$ cat src/rtl/leaf_quad_ctrl_pkg.sv
// Shared definitions for the quad-page leaf slot sequencer: per-slot state
// codes, host command opcodes and the counter sizing helper.
// Optional watchdog is enabled by defining LEAF_QUAD_CTRL_WDOG_EN.
package leaf_quad_ctrl_pkg;

    // Per-slot lifecycle state; the encoding is visible on slot_state.
    typedef enum logic [1:0] {
        ST_RST  = 2'd0,
        ST_IDLE = 2'd1,
        ST_RUN  = 2'd2,
        ST_RSND = 2'd3
    } slot_state_t;

    // Host command opcodes carried on cmd_op.
    localparam logic [1:0] OP_RESET  = 2'b00;
    localparam logic [1:0] OP_START  = 2'b01;
    localparam logic [1:0] OP_STOP   = 2'b10;
    localparam logic [1:0] OP_RESEND = 2'b11;

    // Width of a counter able to hold the largest of the three sequence
    // lengths without wrapping.
    function automatic int cnt_width(input int rst_settle, input int resend, input int wdog);
        int m;
        m = rst_settle;
        if (resend > m) m = resend;
        if (wdog > m) m = wdog;
        return $clog2(m + 1);
    endfunction

endpackage

$ cat src/rtl/leaf_slot_seq.sv
// One leaf slot's lifecycle FSM: reset/settle timing, start, stop and the
// resend pulse. All leaf-facing outputs come straight from flops.
// Optional idle watchdog is enabled by defining LEAF_QUAD_CTRL_WDOG_EN.
module leaf_slot_seq
    import leaf_quad_ctrl_pkg::*;
#(
    parameter int RST_CYCLES    = 16,
    parameter int SETTLE_CYCLES = 4,
    parameter int RESEND_CYCLES = 2,
    parameter int WDOG_CYCLES   = 1024
) (
    input  logic       clk,
    input  logic       reset,
    input  logic       cmd_strobe,
    input  logic [1:0] cmd_op,
    input  logic       dout_valid,
    output logic       leaf_reset,
    output logic       ap_start,
    output logic       resend,
    output logic       cmd_err,
    output logic       wdog_flag,
    output logic [1:0] state_code
);

    localparam int CW = cnt_width(RST_CYCLES + SETTLE_CYCLES, RESEND_CYCLES, WDOG_CYCLES);
    localparam logic [CW-1:0] CNT_MAX    = '1;
    localparam logic [CW-1:0] RST_HI_LIM = CW'(RST_CYCLES);
    localparam logic [CW-1:0] RST_END    = CW'(RST_CYCLES + SETTLE_CYCLES - 1);
    localparam logic [CW-1:0] RSND_END   = CW'(RESEND_CYCLES - 1);

    slot_state_t   state;
    slot_state_t   state_next;
    logic [CW-1:0] count;
    logic [CW-1:0] count_next;
    logic          err_next;
    logic          wdog_fire;
    logic          leaf_reset_next;
    logic          ap_start_next;
    logic          resend_next;

    assign state_code = state;

    // State register plus the registered copies of the leaf outputs.
    // NOTE: the controller reset is synchronous, so it lives inside the
    // clocked block and every flop here is given a defined reset value.
    always_ff @(posedge clk) begin
        if (!reset) begin
            state      <= ST_RST;
            count      <= '0;
            leaf_reset <= 1'b1;
            ap_start   <= 1'b0;
            resend     <= 1'b0;
            cmd_err    <= 1'b0;
        end else begin
            // NOTE: non-blocking assignments keep every flop sampling the
            // pre-edge values, independent of statement order.
            state      <= state_next;
            count      <= count_next;
            leaf_reset <= leaf_reset_next;
            ap_start   <= ap_start_next;
            resend     <= resend_next;
            cmd_err    <= err_next;
        end
    end

    // Next state and counter: autonomous timing first, a legal host command overrides it.
    always_comb begin
        // NOTE: defaults up front so every path assigns every signal and no
        // latch is inferred.
        state_next = state;
        count_next = count;
        err_next   = 1'b0;

        // Autonomous progress; an illegal command must not stall the timeline.
        case (state)
            ST_RST: begin
                if (count >= RST_END) begin
                    state_next = ST_IDLE;
                    count_next = '0;
                end else if (count != CNT_MAX) begin
                    count_next = count + CW'(1);
                end
            end
            ST_RSND: begin
                if (count >= RSND_END) begin
                    state_next = ST_RUN;
                    count_next = '0;
                end else if (count != CNT_MAX) begin
                    count_next = count + CW'(1);
                end
            end
            ST_RUN: begin
                if (wdog_fire) begin
                    state_next = ST_RSND;
                    count_next = '0;
                end
            end
            default: ;
        endcase

        if (cmd_strobe) begin
            case (cmd_op)
                OP_RESET: begin
                    state_next = ST_RST;
                    count_next = '0;
                end
                OP_START: begin
                    if (state == ST_IDLE) begin
                        state_next = ST_RUN;
                        count_next = '0;
                    end else begin
                        err_next = 1'b1;
                    end
                end
                OP_STOP: begin
                    if (state == ST_RUN) begin
                        state_next = ST_IDLE;
                        count_next = '0;
                    end else begin
                        err_next = 1'b1;
                    end
                end
                default: begin
                    if (state == ST_RUN) begin
                        state_next = ST_RSND;
                        count_next = '0;
                    end else begin
                        err_next = 1'b1;
                    end
                end
            endcase
        end
    end

    // Leaf output values for the coming cycle, derived from the next state so they can be registered.
    always_comb begin
        leaf_reset_next = (state_next == ST_RST) && (count_next < RST_HI_LIM);
        ap_start_next   = (state_next == ST_RUN) || (state_next == ST_RSND);
        resend_next     = (state_next == ST_RSND);
    end

`ifdef LEAF_QUAD_CTRL_WDOG_EN
    localparam logic [CW-1:0] WDOG_END = CW'(WDOG_CYCLES - 1);

    logic [CW-1:0] idle_cnt;
    logic          flag_q;

    // Timeout fires on the last quiet cycle of the window; any host command takes priority.
    always_comb begin
        wdog_fire = (state == ST_RUN) && !cmd_strobe && !dout_valid && (idle_cnt >= WDOG_END);
    end

    // Idle counter only runs while staying in RUN without output; the flag is cleared only by RESET.
    always_ff @(posedge clk) begin
        if (!reset) begin
            idle_cnt <= '0;
            flag_q   <= 1'b0;
        end else begin
            if ((state == ST_RUN) && (state_next == ST_RUN) && !cmd_strobe && !dout_valid) begin
                if (idle_cnt != CNT_MAX) idle_cnt <= idle_cnt + CW'(1);
            end else begin
                idle_cnt <= '0;
            end

            if (cmd_strobe && (cmd_op == OP_RESET)) flag_q <= 1'b0;
            else if (wdog_fire)                     flag_q <= 1'b1;
        end
    end

    assign wdog_flag = flag_q;
`else
    logic unused_dout_valid;

    assign unused_dout_valid = dout_valid;
    assign wdog_fire         = 1'b0;
    assign wdog_flag         = 1'b0;
`endif

endmodule

$ cat src/rtl/leaf_quad_ctrl.sv
// Quad-page leaf lifecycle controller: accepts host commands on a single
// valid/ready port, steers them to one of NUM_SLOTS slot sequencers and
// reports per-slot state and command errors.
// Optional per-slot watchdog is enabled by defining LEAF_QUAD_CTRL_WDOG_EN.
module leaf_quad_ctrl
    import leaf_quad_ctrl_pkg::*;
#(
    parameter int NUM_SLOTS     = 4,
    parameter int RST_CYCLES    = 16,
    parameter int SETTLE_CYCLES = 4,
    parameter int RESEND_CYCLES = 2,
    parameter int WDOG_CYCLES   = 1024
) (
    input  logic                         clk,
    input  logic                         reset,
    input  logic                         cmd_valid,
    output logic                         cmd_ready,
    input  logic [$clog2(NUM_SLOTS)-1:0] cmd_slot,
    input  logic [1:0]                   cmd_op,
    output logic [NUM_SLOTS-1:0]         leaf_reset,
    output logic [NUM_SLOTS-1:0]         leaf_ap_start,
    output logic [NUM_SLOTS-1:0]         leaf_resend,
    input  logic [NUM_SLOTS-1:0]         leaf_dout_valid,
    output logic [2*NUM_SLOTS-1:0]       slot_state,
    output logic                         cmd_err,
    output logic [NUM_SLOTS-1:0]         wdog_flag
);

    localparam int SW = $clog2(NUM_SLOTS);

    logic                 accept;
    logic [NUM_SLOTS-1:0] strobe;
    logic [NUM_SLOTS-1:0] err_bits;

    // Ready is low only while held in reset; afterwards every cycle accepts a command.
    always_ff @(posedge clk) begin
        if (!reset) cmd_ready <= 1'b0;
        else        cmd_ready <= 1'b1;
    end

    assign accept = cmd_valid && cmd_ready;

    // At most one slot strobes per cycle, so at most one error bit can be set.
    assign cmd_err = |err_bits;

    for (genvar i = 0; i < NUM_SLOTS; i++) begin : g_slot
        assign strobe[i] = accept && (cmd_slot == SW'(i));

        leaf_slot_seq #(
            .RST_CYCLES    (RST_CYCLES),
            .SETTLE_CYCLES (SETTLE_CYCLES),
            .RESEND_CYCLES (RESEND_CYCLES),
            .WDOG_CYCLES   (WDOG_CYCLES)
        ) u_slot (
            .clk        (clk),
            .reset      (reset),
            .cmd_strobe (strobe[i]),
            .cmd_op     (cmd_op),
            .dout_valid (leaf_dout_valid[i]),
            .leaf_reset (leaf_reset[i]),
            .ap_start   (leaf_ap_start[i]),
            .resend     (leaf_resend[i]),
            .cmd_err    (err_bits[i]),
            .wdog_flag  (wdog_flag[i]),
            .state_code (slot_state[2*i +: 2])
        );
    end

endmodule

$ cat config.mk
export PLATFORM = sky130hd
export DESIGN_NAME = leaf_quad_ctrl
export DESIGN_NICKNAME = d
export VERILOG_FILES = /design/src/rtl/leaf_quad_ctrl_pkg.sv /design/src/rtl/leaf_slot_seq.sv /design/src/rtl/leaf_quad_ctrl.sv
export SDC_FILE = /design/constraint.sdc
export NUM_CORES = 1
export LEC_CHECK = 0
export BUFFER_PORTS_ARGS = -buffer_cell sky130_fd_sc_hd__buf_2
export CAP_MARGIN = 20
export CORE_ASPECT_RATIO = 0.9
export CORE_MARGIN = 2
export CORE_UTILIZATION = 50
export DETAILED_ROUTE_END_ITERATION = 6
export PLACE_DENSITY = 0.75
export SETUP_SLACK_MARGIN = 0.5
export SLEW_MARGIN = 20
export SYNTH_ARGS = -nofsm -noshare
export SYNTH_HDL_FRONTEND = slang
export SYNTH_SLANG_ARGS = --single-unit
export TNS_END_PERCENT = 100
$ cat constraint.sdc
create_clock -name clk -period 3.9 [get_ports clk]
set_input_delay 0.195 -clock clk [delete_from_list [all_inputs] [get_ports clk]]
set_output_delay 0.195 -clock clk [all_outputs]
set_load 0.02 [all_outputs]
==> reports/metrics.yaml, run 1 <==
clock_tree:
  cts_tree: "built"
  post-cts-setup-buffers: 0
  clock_latency_ns: 0.34
  htreeDepth: 3
  cts_buffers: 9
  ctsHoldBuffers: 0
  clock-sinks: 69
  cts_max_path_buffers: 2
  path_clk_slew_ns: 0.07
  cts_resized: 0
  clockRootBuffer: "clkbuf_8"
die:
  io_pins: 37
  coreArea_mm2: 0.007582
  rows: 30
  dieArea_mm2: 0.008555
  die_w_um: 97.28
  die_h_um: 87.95
  start_util_pct: 51.63
synthesis:
  synth.distinct_cells: 68
  synth_top_area_cell: "dfxtp_1"
  synth_top_flop_cell: "dfxtp_1"
  synth.ff_latch_count: 69
  synth_area_mm2: 0.003915
  synth.most_common_cell: "nor2_1"
  yosysWarnings: 0
  synth-edff-count: 0
  netlist_top_cells_count: "nor2_1 (77), dfxtp_1 (69), nand2_1 (34)"
  synth_top_cell_area_share_pct: 35.28
  synthArstFlopShare_pct: 0
  syn_inst: 471
  synthTopCellsByArea: "dfxtp_1 (35%), ha_1 (8.9%), nor2_1 (7.4%), nand2_1 (3.3%), buf_4 (3.1%)"
  seq_area_frac_synth_pct: 35.28
  avgSynthCellArea_um2: 8.312
hold_path:
  hold_depth: 1
  min-delay-path-class: "in -> reg"
pwr:
  comb_power_share_pct: 8.3
  clockPowerShare_pct: 39.0
  p_switching_uw: 343.1
  power_density_mw_per_mm2: 338.1
  p_sw_share_pct: 24.23
  p_leak_uw: 0.001741
  p_int_uw: 1073
  ir_worst_vdd_mv: 0.1787
  power_frac_seq_pct: 52.8
setup_path:
  cp-start-kind: "flop"
  r2r_cells: 8
  slowest_stage: "dfxtp_1"
  critPathMaxFanout: 9
  crit_type: "reg -> reg"
  cp_slowest_stage_delay_ns: 0.44
  path_cells: "inv_1 > ha_1 > and3b_1 > nand2_1 > or3_1 > o2bb2ai_1 > a41o_1 > o211a_1"
  crit_arrival_ns: 2.60
  required_ns: 4.18
  critPathCaptureType: "flop"
timing:
  post-route-period-util_pct: 59.38
  clock_skew_ns: 0.006832
  tightestPinTransition_ns: 1.005
  rsz0062_at_grt: "no"
  slew_violations: 0
  finalWorstSetupSlack_ns: 1.584
  finalSetupViolCount: 0
  slew-limit-headroom_pct: 33.01
  fmax_ghz: 0.4318
  post-route-min-period_ns: 2.316
  fin_setup_tns_ns: 0
  hold_viol_final: 0
placement:
  gp_congestion: 0.9020
  pre_cts_ws_ns: 1.605
  io_buffer_count: 28
  hpwl_um: 5585
global_route:
  grt_max_degree: 22
  antenna_found_initial: 0
  track_usage_pct: 18.61
  grt_pass1_vias: 2910
  grt_pass1_wl_um: 13170
  overflow: 0
route:
  via_count: 3222
  dr_wl_met2_um: 3285
  drtIter0Drc: 86
  drtPass1Iterations: 4
  drc: 0
  drt_wl_total_um: 7664
  m1WireLength_um: 3866
  antenna_left: 0
  viasPerCell: 5.536
  wl_per_cell_um: 13.17
  highest_layer: "met4"
  met3WireLength_um: 416
final_layout:
  ff_latch_area_mm2: 0.001381
  post-route-util_pct: 55.25
  nFillCells: 729
  final_layout_size_suffix_gt1_share_pct: 11.11
  fin_nets: 522
  n_antenna_cell: 0
  syn2layout_area_growth_pct: 6.999
  multi_input_area_mm2: 0.002270
job:
  drv_cap: 0
status:
  status: "finished clean"
## cells in the final DEF (no fill, tap or decap), types with 4 or more instances in the layout
cell type / n
a211oi_1: 7
a21oi_1: 14
a31oi_1: 7
and2_1: 9
and3_1: 13
buf_2: 28
clkbuf_8: 10
conb_1: 4
dfxtp_1: 69
ha_1: 28
inv_1: 25
mux2i_1: 7
nand2_1: 34
nand2b_1: 8
nand3_1: 7
nand4_1: 11
nor2_1: 77
nor2b_1: 4
nor3_1: 14
nor3b_1: 4
nor4_1: 6
o21ai_0: 13
o21ai_1: 6
or3_1: 5
xnor2_1: 10
xor2_1: 7
## power by group through the flow
stage	clock network, uW	logic (uW)	registers, uW
after floorplan	0	95.5	759
after global placement	0	113	761
after detailed placement	0	116	763
after CTS	570	117	746
after global routing	599	133	751
final	552	117	747
## worst max-delay path, delay by kind of cell, from the launching register on
family | cells | cell delay, ns
AND/OR/NAND/NOR | 3 | 0.80
buffers and inverters | 1 | 0.12
AO/OA/AOI/OAI | 3 | 0.48
adder cells (fa/ha/maj) | 1 | 0.43
flip-flops | 1 | 0.44
## kinds of logic (layout without fill, tap and decap cells)
family,after synthesis,count (layout),synth area share (%)
XOR/XNOR,17,17,3.803
AO/OA/AOI/OAI,83,83,15.60
AND/OR/NAND/NOR,209,209,27.17
buffers and inverters,56,68,7.031
flip-flops,69,69,35.28
adder cells (fa/ha/maj),28,28,8.949
other,1,4,0.09579
multiplexers,8,8,2.077
## per-layer routing
layer  vias to the layer above  track usage (%)
met4                         0            5.303
met3                        11            5.666
met2                        73            30.05
li1                       1662                -
met5                         -                0
met1                      1476            24.49
## cell type report
cell class | count | area share [%]
clock buffer | 12 | 3.465
clock inverter | 2 | 0.8363
inverter | 26 | 2.330
multi-input combinational | 349 | 54.18
sequential | 69 | 32.97
tap | 96 | 2.867
timing repair buffer | 28 | 3.345
## flip-flops by register name, indices dropped and copies added (netlist names)
signal	flops
g_slot.u_slot.cmd_err	4
g_slot.u_slot.resend	4
cmd_ready	1
g_slot.u_slot.leaf_reset	4
g_slot.u_slot.count	44
g_slot.u_slot.state_code	8
g_slot.u_slot.ap_start	4
## path summary, 6_finish.rpt
kind	start	end	slack, ns
min	reset	cmd_ready$_DFF_P_	0.19
max	g_slot[1].u_slot.state_code[0]$_SDFF_PN0_	g_slot[1].u_slot.leaf_reset$_SDFF_PN1_	1.58
max reg2reg	g_slot[1].u_slot.state_code[0]$_SDFF_PN0_	g_slot[1].u_slot.leaf_reset$_SDFF_PN1_	1.58
min reg2reg	g_slot[3].u_slot.count[8]$_SDFF_PN0_	g_slot[3].u_slot.count[8]$_SDFF_PN0_	0.46
## stage by stage
stage	area, um^2	hold slack [ns]	total power (uW)	std cells
2_1_floorplan	3926	0.2227	854.2	474
3_3_place_gp	4009	0.4376	874.5	568
3_5_place_dp	4009	0.4413	879.1	568
4_1_cts	4189	0.1735	1434	582
5_1_grt	4189	0.1989	1483	582
6_report	4189	0.1888	1416	582
(Power assumes the default switching activity.)
==> run 2: changes to the inputs <==
--- a/config.mk
+++ b/config.mk
@@ -11,7 +11,7 @@
 export CORE_MARGIN = 2
 export CORE_UTILIZATION = 50
 export DETAILED_ROUTE_END_ITERATION = 6
-export PLACE_DENSITY = 0.75
+export PLACE_DENSITY = 0.78
 export SETUP_SLACK_MARGIN = 0.5
 export SLEW_MARGIN = 20
 export SYNTH_ARGS = -nofsm -noshare
==> constraint.sdc (replaced) <==
create_clock -name clk -period 2.03 [get_ports clk]
set_input_delay 0.1015 -clock clk [delete_from_list [all_inputs] [get_ports clk]]
set_output_delay 0.1015 -clock clk [all_outputs]
set_load 0.02 [all_outputs]
==> run 2 against run 1 <==
Critical path depth decreased by 2. Critical path type unchanged. Largest cell class unchanged. First-iteration DRC count up 110%. Hold slack worse by 0.032 ns. Utilization rose by 19 points. Final cell count up 10%.
==> reports/metrics.yaml, run 2 (synthesis results as in run 1) <==
route:
  drt_wl_total_um: 11800  # +54%
  wl_per_cell_um: 18.36  # +39%
  drtPass1Iterations: 5  # +1
  drtIter0Drc: 177  # +110%
  via_count: 3862  # +20%
  drc: 0  # unchanged
  viasPerCell: 6.006  # +8.5%
  antenna_left: 0  # unchanged
setup_path:
  cp-start-kind: "flop"
  crit_type: "reg -> reg"
  crit_arrival_ns: 2.30  # -0.30 ns
  cp_slowest_stage_delay_ns: 0.45  # about the same
  critPathCaptureType: "flop"
  required_ns: 2.33  # -1.85 ns
  critPathMaxFanout: 5  # -4
  path_cells: "nor4_1 > nand2_1 > or3_1 > o221a_4 > a31oi_4 > o211a_1"
  slowest_stage: "nor4_1"
  reg2reg_setup_slack_ns: 0.03  # -1.55 ns
clock_tree:
  cts_buffers: 9  # unchanged
  htreeDepth: 3  # unchanged
  cts_tree: "built"
  clockRootBuffer: "clkbuf_8"
  clock-sinks: 69  # unchanged
  clock_latency_ns: 0.36  # +0.02 ns
  cts_max_path_buffers: 2  # unchanged
  path_clk_slew_ns: 0.08  # about the same
final_layout:
  final_layout_size_suffix_gt1_share_pct: 49.54  # +38 points
  regMostFlops: "g_slot.u_slot.count"
  fin_cells: 643  # +10%
  final_cell_mix: "nor2_1 (54), buf_4 (47), dfxtp_1 (45)"
  post-route-util_pct: 73.99  # +19 points
  largest_reg_flops: 44  # unchanged
  syn2layout_area_growth_pct: 43.30
  layout_commonest_cell: "nor2_1"
  fin_nets: 581  # +11%
  n_antenna_cell: 0  # unchanged
die:
  dieArea_mm2: 0.008555  # unchanged
  rows: 30  # unchanged
  start_util_pct: 51.63  # unchanged
  die_w_um: 97.28  # unchanged
  die_h_um: 87.95  # unchanged
  io_pins: 37  # unchanged
  coreArea_mm2: 0.007582  # unchanged
global_route:
  antenna_found_initial: 0  # unchanged
  track_usage_pct: 23.15  # +4.5 points
  overflow: 0  # unchanged
  grt_pass1_wl_um: 16150  # +23%
  grt_max_degree: 21  # -4.5%
  grt_pass1_vias: 3561  # +22%
timing:
  clock_skew_ns: 0.009158  # +0.002326 ns
  tightestPinTransition_ns: 0.5831  # -0.4219 ns
  rsz0062_at_grt: "yes"
  finalSetupViolCount: 0  # unchanged
  post-route-period-util_pct: 98.39  # +39 points
  hold_viol_final: 0  # unchanged
  slew-limit-headroom_pct: 61.13  # +28 points
  fmax_ghz: 0.5007  # +16%
  slew_violations: 0  # unchanged
  fin_setup_tns_ns: 0  # unchanged
  post-route-min-period_ns: 1.997  # -0.3184 ns
pwr:
  p_int_uw: 2200  # +100%
  power_frac_seq_pct: 47.5  # -5.3 points
  ir_worst_vdd_mv: 0.4516  # +150%
  p_switching_uw: 827.9  # +140%
  power_density_mw_per_mm2: 539.7  # +60%
  comb_power_share_pct: 15.3  # +7.0 points
  p_leak_uw: 0.002214  # +27%
  p_sw_share_pct: 27.34  # +3.1 points
  clockPowerShare_pct: 37.2  # -1.8 points
placement:
  io_buffer_count: 28  # unchanged
  gp_congestion: 0.8504  # -5.7%
  post-place-cells: 581  # +2.3%
  hpwl_um: 6120  # +9.6%
hold_path:
  min-delay-path-class: "in -> reg"
job:
  drv_cap: 0  # unchanged
status:
  status: "finished clean"
[run 2: cell count changes in the layout (fill, tap and decap cells not counted), sizes merged]
cell      change
clkinvlp      +1
buf          +59
clkinv        +1
[run 2: power by group through the flow]
| stage | sequential (uW) | clock (uW) | combinational [uW] |
|---|---|---|---|
| floorplan | 1450 | 0 | 203 |
| global placement | 1450 | 0 | 262 |
| detailed placement | 1460 | 0 | 270 |
| CTS | 1430 | 1140 | 346 |
| global route | 1440 | 1220 | 494 |
| finish | 1440 | 1130 | 463 |
[run 2: routing by layer]
metal | global-route usage [%] | share of wire [%] | vias to the layer above
met1 | 28.03 | 38 | 1846
li1 | - | - | 1784
met3 | 6.305 | 6.9 | 50
met2 | 40.47 | 51 | 182
met5 | 0 | 0 | -
met4 | 7.955 | 3.7 | 0
[run 2: worst max-delay path: cells and delay by family (launching register included)]
kind / cells / cell delay, ns
flip-flops: 1 / 0.38
AND/OR/NAND/NOR: 3 / 1.11
AO/OA/AOI/OAI: 3 / 0.45
[run 2: final timing paths]
path                                        start                                     end  cells after the start
max          g_slot[1].u_slot.count[6]$_SDFF_PN0_  g_slot[1].u_slot.leaf_reset$_SDFF_PN1_                      6
min                                         reset                       cmd_ready$_DFF_P_                      2
max reg2reg  g_slot[1].u_slot.count[6]$_SDFF_PN0_  g_slot[1].u_slot.leaf_reset$_SDFF_PN1_                      6
min reg2reg  g_slot[3].u_slot.count[8]$_SDFF_PN0_    g_slot[3].u_slot.count[8]$_SDFF_PN0_                      2
[run 2: what timing repair did]
action,4_1_cts,5_1_grt
setup buffers,26,20
endpoints found under the hold margin,0,0
setup endpoints to repair,51,64
hold buffers,0,0
pin swaps,21,48
gates resized for setup,68,110
[run 2: cell type report]
cell class	count	area, um^2
fill	494	1972
clock inverter	4	47.55
clock buffer	12	145.1
timing repair buffer	87	634.4
inverter	26	107.6
sequential	69	1444
tap	96	120.1
multi-input combinational	349	3112
[run 2: metrics by stage]
step	setup slack (ns)	hold slack [ns]	instance area, um^2	power, uW
after floorplan	0.07683	0.1292	4158	1655
after detailed placement	0.04052	0.4376	4305	1725
after global routing	-0.01770	0.1394	5610	3156
final	0.03268	0.1566	5610	3028
after global placement	0.08498	0.4350	4305	1713
after CTS	0.1513	0.1243	4990	2916
==> run 3: changes to the inputs <==
--- a/config.mk
+++ b/config.mk
@@ -11,7 +11,8 @@
 export CORE_MARGIN = 2
 export CORE_UTILIZATION = 50
 export DETAILED_ROUTE_END_ITERATION = 6
-export PLACE_DENSITY = 0.78
+export PLACE_DENSITY = 0.75
+export RECOVER_POWER = 100
 export SETUP_SLACK_MARGIN = 0.5
 export SLEW_MARGIN = 20
 export SYNTH_ARGS = -nofsm -noshare
==> constraint.sdc (replaced) <==
create_clock -name clk -period 2.49 [get_ports clk]
set_input_delay 0.1245 -clock clk [delete_from_list [all_inputs] [get_ports clk]]
set_output_delay 0.1245 -clock clk [all_outputs]
set_load 0.02 [all_outputs]
==> run 3 against run 2 <==
Cell area shrank 24%. Utilization shrank 18 points. Sequential share of layout area grew 7.1 points. Non-clock buffer count shrank 55. Clock skew shrank 0.0044 ns. Worst setup slack gained 0.33 ns. Critical path type unchanged. Critical endpoint is now g_slot[0].u_slot.leaf_reset$_SDFF_PN1_. Largest power group unchanged.
==> reports/metrics.yaml, run 3 (synthesis results as in run 1) <==
clock_tree:
  clock-sinks: 69  # unchanged
  clockRootBuffer: "clkbuf_8"
  clock_latency_ns: 0.34  # -0.02 ns
  path_clk_slew_ns: 0.07  # about the same
  htreeDepth: 3  # unchanged
  cts_buffers: 9  # unchanged
  cts_tree: "built"
  ctsHoldBuffers: 0  # unchanged
  cts_max_path_buffers: 2  # unchanged
global_route:
  antenna_found_initial: 0  # unchanged
  track_usage_pct: 18.40  # -4.8 points
  grt_pass1_vias: 2843  # -20%
  overflow: 0  # unchanged
  grt_pass1_wl_um: 12830  # -21%
  grt_max_degree: 22  # +4.8%
route:
  drtPass1Iterations: 4  # -1
  drt_wl_total_um: 7801  # -34%
  dr_wl_met2_um: 3477  # -42%
  antenna_left: 0  # unchanged
  via_count: 3248  # -16%
  viasPerCell: 5.543  # -7.7%
  drtIter0Drc: 121  # -32%
  met3WireLength_um: 419  # -49%
  highest_layer: "met4"
  wl_per_cell_um: 13.31  # -27%
  drc: 0  # unchanged
  m1WireLength_um: 3859  # -15%
final_layout:
  fin_nets: 526  # -9.5%
  regMostFlops: "g_slot.u_slot.count"
  final_cell_mix: "nor2_1 (77), dfxtp_1 (63), nand2_1 (33)"
  nFillCells: 715  # +45%
  layout_commonest_cell: "nor2_1"
  largest_reg_flops: 44  # unchanged
  n_antenna_cell: 0  # unchanged
  final_layout_size_suffix_gt1_share_pct: 11.02  # -39 points
  syn2layout_area_growth_pct: 8.278
die:
  io_pins: 37  # unchanged
  dieArea_mm2: 0.008555  # unchanged
  coreArea_mm2: 0.007582  # unchanged
  rows: 30  # unchanged
  start_util_pct: 51.63  # unchanged
  die_w_um: 97.28  # unchanged
  die_h_um: 87.95  # unchanged
setup_path:
  critPathMaxFanout: 6  # +1
  critPathCaptureType: "flop"
  cp_num_buf_inv: 0  # unchanged
  r2r_cells: 7  # +1
  timing.rr.start: "g_slot[0].u_slot.count[0]$_SDFF_PN0_"
  cp_slowest_stage_delay_ns: 0.50  # +0.05 ns
  slowest_stage: "a2111oi_0"
  reg2reg_to: "g_slot[0].u_slot.leaf_reset$_SDFF_PN1_"
  required_ns: 2.77  # +0.44 ns
  cp-start-kind: "flop"
  path_cells: "ha_1 > a2111o_1 > a2111oi_0 > o21ai_1 > a2bb2oi_1 > o22a_2 > o221a_1"
  crit_arrival_ns: 2.41  # +0.11 ns
  startpoint: "g_slot[0].u_slot.count[0]$_SDFF_PN0_"
  reg2reg_setup_slack_ns: 0.36  # +0.33 ns
  crit_type: "reg -> reg"
  crit_family: "compound AO/OA/AOI/OAI gates"
placement:
  gp_congestion: 0.8708  # +2.4%
  hpwl_um: 5617  # -8.2%
  io_buffer_count: 28  # unchanged
  pre_cts_ws_ns: 0.3837  # +0.3432 ns
status:
  status: "finished clean"
timing:
  clock_skew_ns: 0.004761  # -0.004396 ns
  fmax_ghz: 0.4699  # -6.1%
  fin_setup_tns_ns: 0  # unchanged
  post-route-period-util_pct: 85.46  # -13 points
  finalWorstSetupSlack_ns: 0.3621  # +0.3294 ns
  rsz0062_at_grt: "yes"
  post-route-min-period_ns: 2.128  # +0.1306 ns
  slew_violations: 0  # unchanged
  hold_viol_final: 0  # unchanged
  tightestPinTransition_ns: 0.9259  # +0.3429 ns
  finalSetupViolCount: 0  # unchanged
  slew-limit-headroom_pct: 38.27  # -23 points
hold_path:
  whs_endpoint: "g_slot[1].u_slot.cmd_err$_SDFF_PN0_"
  min-delay-path-class: "in -> reg"
  hp-start: "cmd_slot[1]"
  hold_depth: 3  # +1
pwr:
  ir_worst_vdd_mv: 0.3182  # -30%
  p_leak_uw: 0.001719  # -22%
  power_density_mw_per_mm2: 506.2  # -6.2%
job:
  drv_cap: 0  # unchanged
[run 3: cell count changes in the layout (fill, tap and decap cells not counted), sizes merged]
cell / delta
clkbuf: +22
clkinvlp: -1
bufinv: -1
buf: -77
[run 3: stage by stage]
stage	total power, uW	area (um^2)	hold WS [ns]	utilization, %	std cells
floorplan	1337	3960	0.1522	-	474
global placement	1371	4048	0.4399	53.38	570
detailed placement	1379	4048	0.4424	53.38	570
CTS	2178	4225	0.1087	55.73	584
global route	2254	4239	0.2054	55.91	586
finish	2146	4239	0.2128	55.91	586
[run 3: worst max-delay path by stage]
stage	endpoint	slack, ns	cells past startpoint
4_1_cts	g_slot[1].u_slot.leaf_reset$_SDFF_PN1_	0.49	7
3_3_place_gp	g_slot[1].u_slot.leaf_reset$_SDFF_PN1_	0.40	7
3_5_place_dp	g_slot[1].u_slot.leaf_reset$_SDFF_PN1_	0.38	7
2_1_floorplan	g_slot[1].u_slot.leaf_reset$_SDFF_PN1_	0.53	9
5_1_grt	g_slot[3].u_slot.count[10]$_SDFF_PN0_	0.25	5
6_report	g_slot[0].u_slot.leaf_reset$_SDFF_PN1_	0.36	7
[run 3: where the power goes]
group	internal (uW)	total, uW	switching [uW]
sequential	1130	1170	41.3
clock	402	786	384
combinational	74.3	187	113
total	1610	2150	539
[run 3: layout make-up]
| type | instances | area (um^2) | area share, % |
|---|---|---|---|
| clock buffer | 12 | 155.1 | 3.660 |
| sequential | 69 | 1391 | 32.82 |
| timing repair buffer | 32 | 137.6 | 3.247 |
| tap | 96 | 120.1 | 2.834 |
| clock inverter | 2 | 10.01 | 0.2361 |
| inverter | 26 | 100.1 | 2.361 |
| multi-input combinational | 349 | 2325 | 54.84 |
[run 3: layer usage]
layer,GRT usage (%),up-vias
li1,-,1660
met1,24.64,1505
met2,28.66,79
met3,5.826,4
met4,5.934,0
met5,0,-
[run 3: tightest hold or removal path, stage by stage]
cell and delay [ns]:
buf_2 0.12, nor3b_1 0.09, and3_1 0.17
[run 3: timing repair]
action / 4_1_cts / 5_1_grt
resized for setup: 6 / 24
endpoints found under the setup margin: 9 / 23
pin swaps: 1 / 4
setup buffers: 0 / 2
